--- config.mk ---
export PLATFORM = sky130hd
export DESIGN_NAME = rpn_calculator
export DESIGN_NICKNAME = d
export VERILOG_FILES = /design/src/rtl/rpn_calculator.sv
export SDC_FILE = /design/constraint.sdc
export NUM_CORES = 1
export LEC_CHECK = 0
export CORE_ASPECT_RATIO = 1.2
export CORE_MARGIN = 3
export CORE_UTILIZATION = 40
export DETAILED_ROUTE_END_ITERATION = 10
export PLACE_DENSITY_LB_ADDON = 0.25
export SLEW_MARGIN = 25
export SYNTH_ARGS = -nofsm -noshare
export SYNTH_HDL_FRONTEND = slang
export SYNTH_SLANG_ARGS = --single-unit
--- constraint.sdc ---
create_clock -name CLOCK_50 -period 4.41 [get_ports CLOCK_50]
set_input_delay 1.1025 -clock CLOCK_50 [delete_from_list [all_inputs] [get_ports CLOCK_50]]
set_output_delay 1.1025 -clock CLOCK_50 [all_outputs]
set_load 0.02 [all_outputs]
--- src/rtl/rpn_calculator.sv ---
// rpn_calculator: 8-bit RPN calculator with a RAM-backed operand stack and 7-segment display.
// Optional macro RPN_MUL_EN enables opcode 11 as A*B (low 8 bits); otherwise that opcode is an error.
module rpn_stack_ram #(
  parameter int DEPTH = 32,
  parameter int AW = $clog2(DEPTH)
) (
  input  logic          clk,
  input  logic          we,
  input  logic [AW-1:0] a,
  input  logic [7:0]    wd,
  output logic [7:0]    rd
);
  logic [7:0] mem [DEPTH];
  always_ff @(posedge clk) begin
    if (we) mem[a] <= wd;
    rd <= mem[a];
  end
endmodule

module rpn_calculator #(
  parameter int DEPTH = 32
) (
  input  logic       CLOCK_50,
  input  logic [3:0] KEY,
  input  logic [9:0] SW,
  output logic [9:0] LEDR,
  output logic [6:0] HEX0,
  output logic [6:0] HEX1,
  output logic [6:0] HEX2,
  output logic [6:0] HEX3,
  output logic [6:0] HEX4,
  output logic [6:0] HEX5
);
  localparam int AW = $clog2(DEPTH);
  localparam logic [AW-1:0] ONE = AW'(1);
  localparam logic [AW-1:0] TOP = AW'(DEPTH - 1);

  typedef enum logic [3:0] {
    IDLE, WRITE, OPERATE_1, OPERATE_2, OPERATE_3, OPERATE_4, MATH_0, OPERATE_5, ERROR
  } state_t;

  state_t state, state_next;
  logic [AW-1:0] addr, ram_addr;
  logic empty, k1, k2, press, ram_we, full, two, illegal;
  logic [7:0] tos, opnd, a, b, r, alu, ram_wd, ram_rd, count;
  logic [1:0] op;
  logic rst_n;
  logic unused;

  assign rst_n = KEY[3];
  assign unused = &{1'b0, KEY[2:1], SW[8]};
  assign press = k2 & ~k1;
  assign full = !empty && addr == TOP;
  assign two = !empty && addr >= ONE;

`ifdef RPN_MUL_EN
  assign illegal = 1'b0;
  assign alu = op == 2'd0 ? a + b : op == 2'd1 ? a - b : op == 2'd2 ? a & b : 8'(a * b);
`else
  assign illegal = SW[1:0] == 2'b11;
  assign alu = op == 2'd0 ? a + b : op == 2'd1 ? a - b : a & b;
`endif

  rpn_stack_ram #(.DEPTH(DEPTH)) STACK (
    .clk(CLOCK_50),
    .we (ram_we),
    .a  (ram_addr),
    .wd (ram_wd),
    .rd (ram_rd)
  );

  always_comb begin
    state_next = state;
    ram_we = 1'b0;
    ram_addr = addr;
    ram_wd = opnd;
    case (state)
      IDLE:
        if (press)
          state_next = !SW[9] ? (full ? ERROR : WRITE) : (!two || illegal ? ERROR : OPERATE_1);
      WRITE: begin
        ram_we = 1'b1;
        ram_addr = empty ? '0 : addr + ONE;
        state_next = IDLE;
      end
      OPERATE_1: state_next = OPERATE_2;
      OPERATE_2: state_next = OPERATE_3;
      OPERATE_3: begin
        ram_addr = addr - ONE;
        state_next = OPERATE_4;
      end
      OPERATE_4: begin
        ram_addr = addr - ONE;
        state_next = MATH_0;
      end
      MATH_0: state_next = OPERATE_5;
      OPERATE_5: begin
        ram_we = 1'b1;
        ram_addr = addr - ONE;
        ram_wd = r;
        state_next = IDLE;
      end
      ERROR: if (press) state_next = IDLE;
      default: state_next = IDLE;
    endcase
  end

  always_ff @(posedge CLOCK_50 or negedge rst_n) begin
    if (!rst_n) begin
      state <= IDLE;
      addr <= '0;
      empty <= 1'b1;
      tos <= '0;
      k1 <= 1'b1;
      k2 <= 1'b1;
      opnd <= '0;
      op <= '0;
      a <= '0;
      b <= '0;
      r <= '0;
    end else begin
      k1 <= KEY[0];
      k2 <= k1;
      state <= state_next;
      if (state == IDLE && press) begin
        opnd <= SW[7:0];
        op <= SW[1:0];
      end
      if (state == OPERATE_2) b <= ram_rd;
      if (state == OPERATE_4) a <= ram_rd;
      if (state == MATH_0) r <= alu;
      if (state == WRITE) begin
        addr <= empty ? addr : addr + ONE;
        empty <= 1'b0;
        tos <= opnd;
      end
      if (state == OPERATE_5) begin
        addr <= addr - ONE;
        tos <= r;
      end
    end
  end

  function automatic logic [6:0] seg7(input logic [3:0] n);
    case (n)
      4'h0: seg7 = 7'h40;
      4'h1: seg7 = 7'h79;
      4'h2: seg7 = 7'h24;
      4'h3: seg7 = 7'h30;
      4'h4: seg7 = 7'h19;
      4'h5: seg7 = 7'h12;
      4'h6: seg7 = 7'h02;
      4'h7: seg7 = 7'h78;
      4'h8: seg7 = 7'h00;
      4'h9: seg7 = 7'h10;
      4'hA: seg7 = 7'h08;
      4'hB: seg7 = 7'h03;
      4'hC: seg7 = 7'h46;
      4'hD: seg7 = 7'h21;
      4'hE: seg7 = 7'h06;
      default: seg7 = 7'h0E;
    endcase
  endfunction

  assign count = empty ? 8'd0 : 8'(addr) + 8'd1;
  assign LEDR = {state == ERROR, empty, empty ? 8'd0 : tos};
  assign HEX0 = empty ? 7'h7F : seg7(tos[3:0]);
  assign HEX1 = empty ? 7'h7F : seg7(tos[7:4]);
  assign HEX2 = seg7(SW[3:0]);
  assign HEX3 = seg7(SW[7:4]);
  assign HEX4 = seg7(count[3:0]);
  assign HEX5 = seg7(count[7:4]);
endmodule

==> results of run 1 <==
timing repair:
item                                    CTS  global route
endpoints found under the setup margin    0             2
endpoints found under the hold margin     0             0
resized for setup                         0             4
sequential cells by signal, indices dropped and copies added (netlist names):
register and cells:
k2 1, r 8, addr 5, STACK.rd 8, b 8, a 8
empty 1, state 4, opnd 8, STACK.mem 256, k1 1, tos 8
cells by family after synthesis:
logic type | count (synthesis) | share of synthesized area, %
compound gates | 288 | 15.37
buf+inv | 108 | 3.718
xor+xnor | 11 | 0.6705
simple gates | 256 | 8.673
flops | 316 | 63.70
fa+ha+maj | 51 | 4.545
other cells | 1 | 0.02610
mux | 42 | 3.300
worst max-delay path by stage:
stage	endpoint	slack, ns	startpoint	cells after the start
floorplan	HEX2[0]	1.14	SW[3]	4
global placement	HEX3[0]	0.12	SW[4]	7
detailed placement	HEX3[0]	0.10	SW[4]	7
CTS	HEX3[0]	0.1	SW[4]	7
global route	HEX3[0]	0.06	SW[4]	7
finish	HEX3[0]	0.15	SW[4]	6
final cells by class:
type / instances / area share [%]
Tap cell: 462 / 3.411
Sequential cell: 316 / 54.03
Multi-Input combinational cell: 649 / 27.91
Clock buffer: 45 / 5.819
Timing Repair Buffer: 127 / 6.808
Inverter: 37 / 0.8196
Clock inverter: 20 / 1.204
report_power, final:
group	leakage, uW	internal (uW)	switching (uW)
sequential	0.00302	3990	342
clock	0.000587	1820	1170
combinational	0.00255	2660	4040
cell usage after synthesis, drive strengths merged, types with 8 or more instances:
cell type / instances
ha: 49
buf: 40
nor2b: 13
a221oi: 43
clkbuf: 31
dfxtp: 8
nand2: 69
nor2: 82
a31oi: 8
nand3: 14
nor3: 13
inv: 37
edfxtp: 256
dfrtp: 49
and2: 25
o22ai: 33
o21ai: 47
xnor2: 10
mux2i: 17
a21oi: 21
a211oi: 27
mux2: 23
nand2b: 10
a22o: 68
metal layers:
metal	up-vias	part of all wire (%)	global-route usage [%]
li1	4313	-	-
met3	63	5.2	3.082
met2	244	50	30.95
met5	-	0	0
met1	4575	41	22.18
met4	0	3.2	6.613
through the flow:
stage                     util (%)  cells  area [um^2]  setup WS, ns  hold WS (ns)
final                        48.15   1656        16950        0.1522        0.3681
after CTS                    48.12   1656        16940       0.09790        0.3703
after floorplan                  -   1073        14370         1.139        0.3541
after global routing         48.15   1656        16950       0.05823        0.3728
after global placement       44.74   1591        15750        0.1226        0.3582
after detailed placement     44.74   1591        15750        0.1025        0.3561
==> results by group, run 1 <==
Route
  • Routed vias: between 9000 and 10000
  • Remaining antenna violation count: 0
  • Initial drt markers: 633
  • Vias per Instance: 5.553
  • TritonRoute pass-1 iters: 6
  • DRT Wirelength: 33.80 mm
  • DR DRC count: 0
  • WL/cell: approximately 20 um

Synthesis
  • Top FF cell, synth: edfxtp_1
  • Synth Cell Area: 14370 um^2
  • Top post-synthesis cells by area: edfxtp_1, dfrtp_1, ha_1
  • Register bit total from synthesis: 316
  • Synth unique cells: 68
  • Syn nets: 1139
  • Cells after Synth: 1073
  • Post-synth EDFFs: 256
  • Fraction of registers with async set or reset after synthesis: 16.46%
  • Synth top area share: 53.50%
  • Mean Syn Cell Area: 13.39 um^2
  • Area leader, netlist: edfxtp_1
  • Seq/Total Area, Yosys: 63.70%
  • Synthesis Warnings: 0

Floorplanning
  • Num ports: 67
  • Row cnt: 75
  • Die ar.: 38240 um^2
  • Initial Util: 40.83%
  • Core region area: between 30000 and 40000 um^2
  • Die H: 213.6 um
  • Die Span X: 179.0 um

STA
  • TNS Setup: 0 ns
  • Period minus WS final: 4.258 ns
  • Max-slew violations: 0
  • Setup Skew: 0.01972 ns
  • Period utilisation layout: a little over nine tenths
  • Final hold viol count: 0
  • Slew HR: 35.41%
  • Fmax: roughly 230 MHz
  • RSZ-0062 raised after global routing: false
  • Worst Tran Pin Value: 0.9689 ns
  • Setup-failing EPs final: 0

CTS
  • Clock root cell: clkbuf_16
  • Clock sinks: 316
  • Worst-Skew Late Latency: 0.53 ns
  • CTS clk-pin slew, worst paths: ~0.050 ns
  • Number of buffers created by CTS: 36
  • Post-CTS Hold Buffers: 0
  • Setup bufs post-CTS: 0
  • H-Tree Depth: 2
  • CTS tree: built
  • CTS Buffer Depth: 3

Cells and area
  • Commonest cells after routing, fill and taps aside: edfxtp_1, nor2_1, nand2_1
  • Ant diodes: 0
  • Fin nets: about 1200
  • Storage cell area: 9155 um^2
  • # fillers: 3081
  • Area of the multi-input gates: 4730 um^2
  • Leading cell type in the layout, fill and taps excluded: edfxtp_1
  • Synthesis-to-finish area growth: 17.93%
  • Layout cells sized above 1: 14.66%

Run
  • Max Cap Viol: 0

Min path
  • Hold Path Stages: 0
  • Hold Path Origin: k1
  • Worst hold endpoint: k2
  • Worst min path class: reg -> reg

Global route
  • Initial antenna violation count: 0
  • GR Overflow Total: 0
  • First-pass GRT wire length: 52.23 mm
  • Vias in the first global route: 9141
  • Pin count of the biggest net entering global routing: 40
  • All-Layer GR Usage: 17.76%

Power and ir drop
  • Power per cell area: between 800 and 900 nW/um^2
  • Tot Pwr: 14020 uW
  • Lkg Pwr: between 0.006 and 0.007 uW
  • Worst vdd ir: 0.3702 mV

Setup path
  • Max FO, Critical Path: 5
  • Worst EP required: 3.31 ns
  • WP data arrival: approximately 3.2 ns
  • CP peak stage delay: 0.62 ns
  • Reg2reg start: state[2]
  • Setup slack, reg-to-reg: 0.70 ns
  • Critical-path top delay cell: clkdlybuf4s50_1
  • Worst Setup Start Kind: input port
  • Nature of the critical path endpoint: output pin
  • Most used cell, CP: clkdlybuf4s50_1
  • Critical path class: in -> out
  • CP bufs+invs: 2
  • RR Endpoint: STACK.mem[13][6]
  • Crit-path cells: clkdlybuf4s50_1, ha_1, nor2b_1, or3b_2, o21ai_0, clkdlybuf4s50_1
  • Top delay family on crit path: buffers and inverters
  • R2R depth: 5

Place
  • GP Congestion: between 0.8 and 0.9
  • DP HPWL: 22.31 mm
  • Port buffer count: 62

Status
  • Status: completed
(Power assumes the default switching activity.)
==> run 2, diff against run 1 <==
- PLACE_DENSITY_LB_ADDON: 0.25 -> not set
==> results by group, run 2 (same netlist as run 1, synthesis figures left out) <==
Floorplanning
  • Row cnt: 75
  • Num ports: 67
  • Die ar.: 38240 um^2
  • Die H: ~210 um
  • Initial Util: between 40% and 50%
  • Core region area: 35190 um^2
  • Die Span X: about 180 um

CTS
  • Setup bufs post-CTS: 0
  • CTS Buffer Depth: 3
  • H-Tree Depth: 2
  • CTS tree: built
  • Post-CTS Hold Buffers: 0
  • CTS clk-pin slew, worst paths: 0.06 ns
  • Worst-Skew Late Latency: 0.52 ns
  • Clock sinks: roughly 320
  • PostCTS Resize Cnt: 0
  • Clock root cell: clkbuf_16
  • Number of buffers created by CTS: 35

Power and ir drop
  • Worst vdd ir: 0.5507 mV
  • Lkg Pwr: 0.006128 uW
  • Power per cell area: 810.4 nW/um^2
  • Tot Pwr: around 14000 uW

Place
  • GP Congestion: ~0.83
  • DP HPWL: roughly 21 mm
  • DP Cell Count: around 1600
  • Port buffer count: between 60 and 70

Route
  • Initial drt markers: 768
  • WL/cell: approximately 20 um
  • Vias per Instance: 5.504
  • Routed vias: 9093
  • TritonRoute pass-1 iters: 5
  • Remaining antenna violation count: 0
  • DR DRC count: 0
  • DRT Wirelength: 32.81 mm

Min path
  • Worst min path class: reg -> reg
  • Hold Path Stages: 0

STA
  • Fmax: 234.3 MHz
  • Max-slew violations: 0
  • Period utilisation layout: 96.77%
  • Final hold viol count: 0
  • Period minus WS final: roughly 4.3 ns
  • Setup Skew: around 0.02 ns
  • Setup-failing EPs final: 0
  • TNS Setup: 0 ns
  • RSZ-0062 raised after global routing: false
  • Worst hold margin: between 0.3 and 0.4 ns
  • Worst Tran Pin Value: 0.9855 ns
  • Slew HR: 34.14%

Global route
  • First-pass GRT wire length: 51.20 mm
  • GR Overflow Total: 0
  • Initial antenna violation count: 1
  • Vias in the first global route: 8948
  • All-Layer GR Usage: 17.32%
  • Pin count of the biggest net entering global routing: 66

Setup path
  • Max FO, Critical Path: 6
  • Worst Setup Start Kind: input port
  • R2R depth: 6
  • Critical path class: in -> out
  • Worst EP required: 3.31 ns
  • WP data arrival: 3.17 ns
  • Nature of the critical path endpoint: output pin

Cells and area
  • Ant diodes: 0
  • Commonest cells after routing, fill and taps aside: edfxtp_1, nor2_1, nand2_1
  • Leading cell type in the layout, fill and taps excluded: edfxtp_1
  • Fin cells: 1652
  • Util after Layout: 47.99%
  • Layout cells sized above 1: roughly 14%
  • Biggest register: STACK.mem
  • Synthesis-to-finish area growth: 17.52%
  • Max FFs per register: between 200 and 300
  • Fin nets: 1231

Run
  • Max Cap Viol: 0

Status
  • Status: completed
run 2: changes by cell type in the layout (fill, tap and decap cells not counted), sizes merged:
cell	before	now
clkbuf	45	43
clkinvlp	1	3
inv	40	38
buf	66	65
bufinv	4	3
clkdlybuf4s50	61	60
dlymetal6s2s	0	1
run 2: worst max-delay path, stage by stage:
cell,delay (ns)
clkdlybuf4s50_1,0.48
inv_1,0.20
ha_1,0.20
nor2_1,0.04
or3b_2,0.42
o21ai_0,0.09
clkdlybuf4s50_1,0.63
run 2: report_power, final:
group	switching [uW]	total, uW	internal, uW
Combinational	3910	6490	2580
Clock	1150	2860	1710
Sequential	356	4340	3990
run 2: routing by layer:
layer	vias to the layer above	wire length [um]	track usage, %
met3	61	1490	2.409
met4	2	942	5.376
met2	233	16700	30.62
met5	-	17	0
met1	4493	13660	22.09
li1	4304	-	-
run 2: stage by stage:
stage | worst slack (ns) | instance area [um^2]
6_report | 0.1423 | 16890
4_1_cts | 0.1320 | 16850
3_3_place_gp | 0.1251 | 15720
2_1_floorplan | 1.139 | 14370
5_1_grt | 0.01457 | 16890
3_5_place_dp | 0.1339 | 15720
run 2: final timing paths:
kind | slack [ns] | start | end
setup / recovery | 0.14 | SW[4] | HEX3[0]
min in group asynchronous | 0.48 | KEY[3] | tos[7]
hold reg to reg | 0.37 | k1 | k2
max in group asynchronous | 3.23 | KEY[3] | b[0]
hold / removal | 0.37 | k1 | k2
setup reg to reg | 0.70 | state[1] | STACK.mem[26][6]
run 2: area by class of cell:
type / count / area (um^2)
fillers: 3130 / 18300
flip-flops and latches: 316 / 9154
multi-input cells: 649 / 4730
repair buffers: 126 / 1149
clock buffers: 43 / 947.2
well taps: 462 / 578.1
clock inverters: 19 / 190.2
inverters: 37 / 138.9
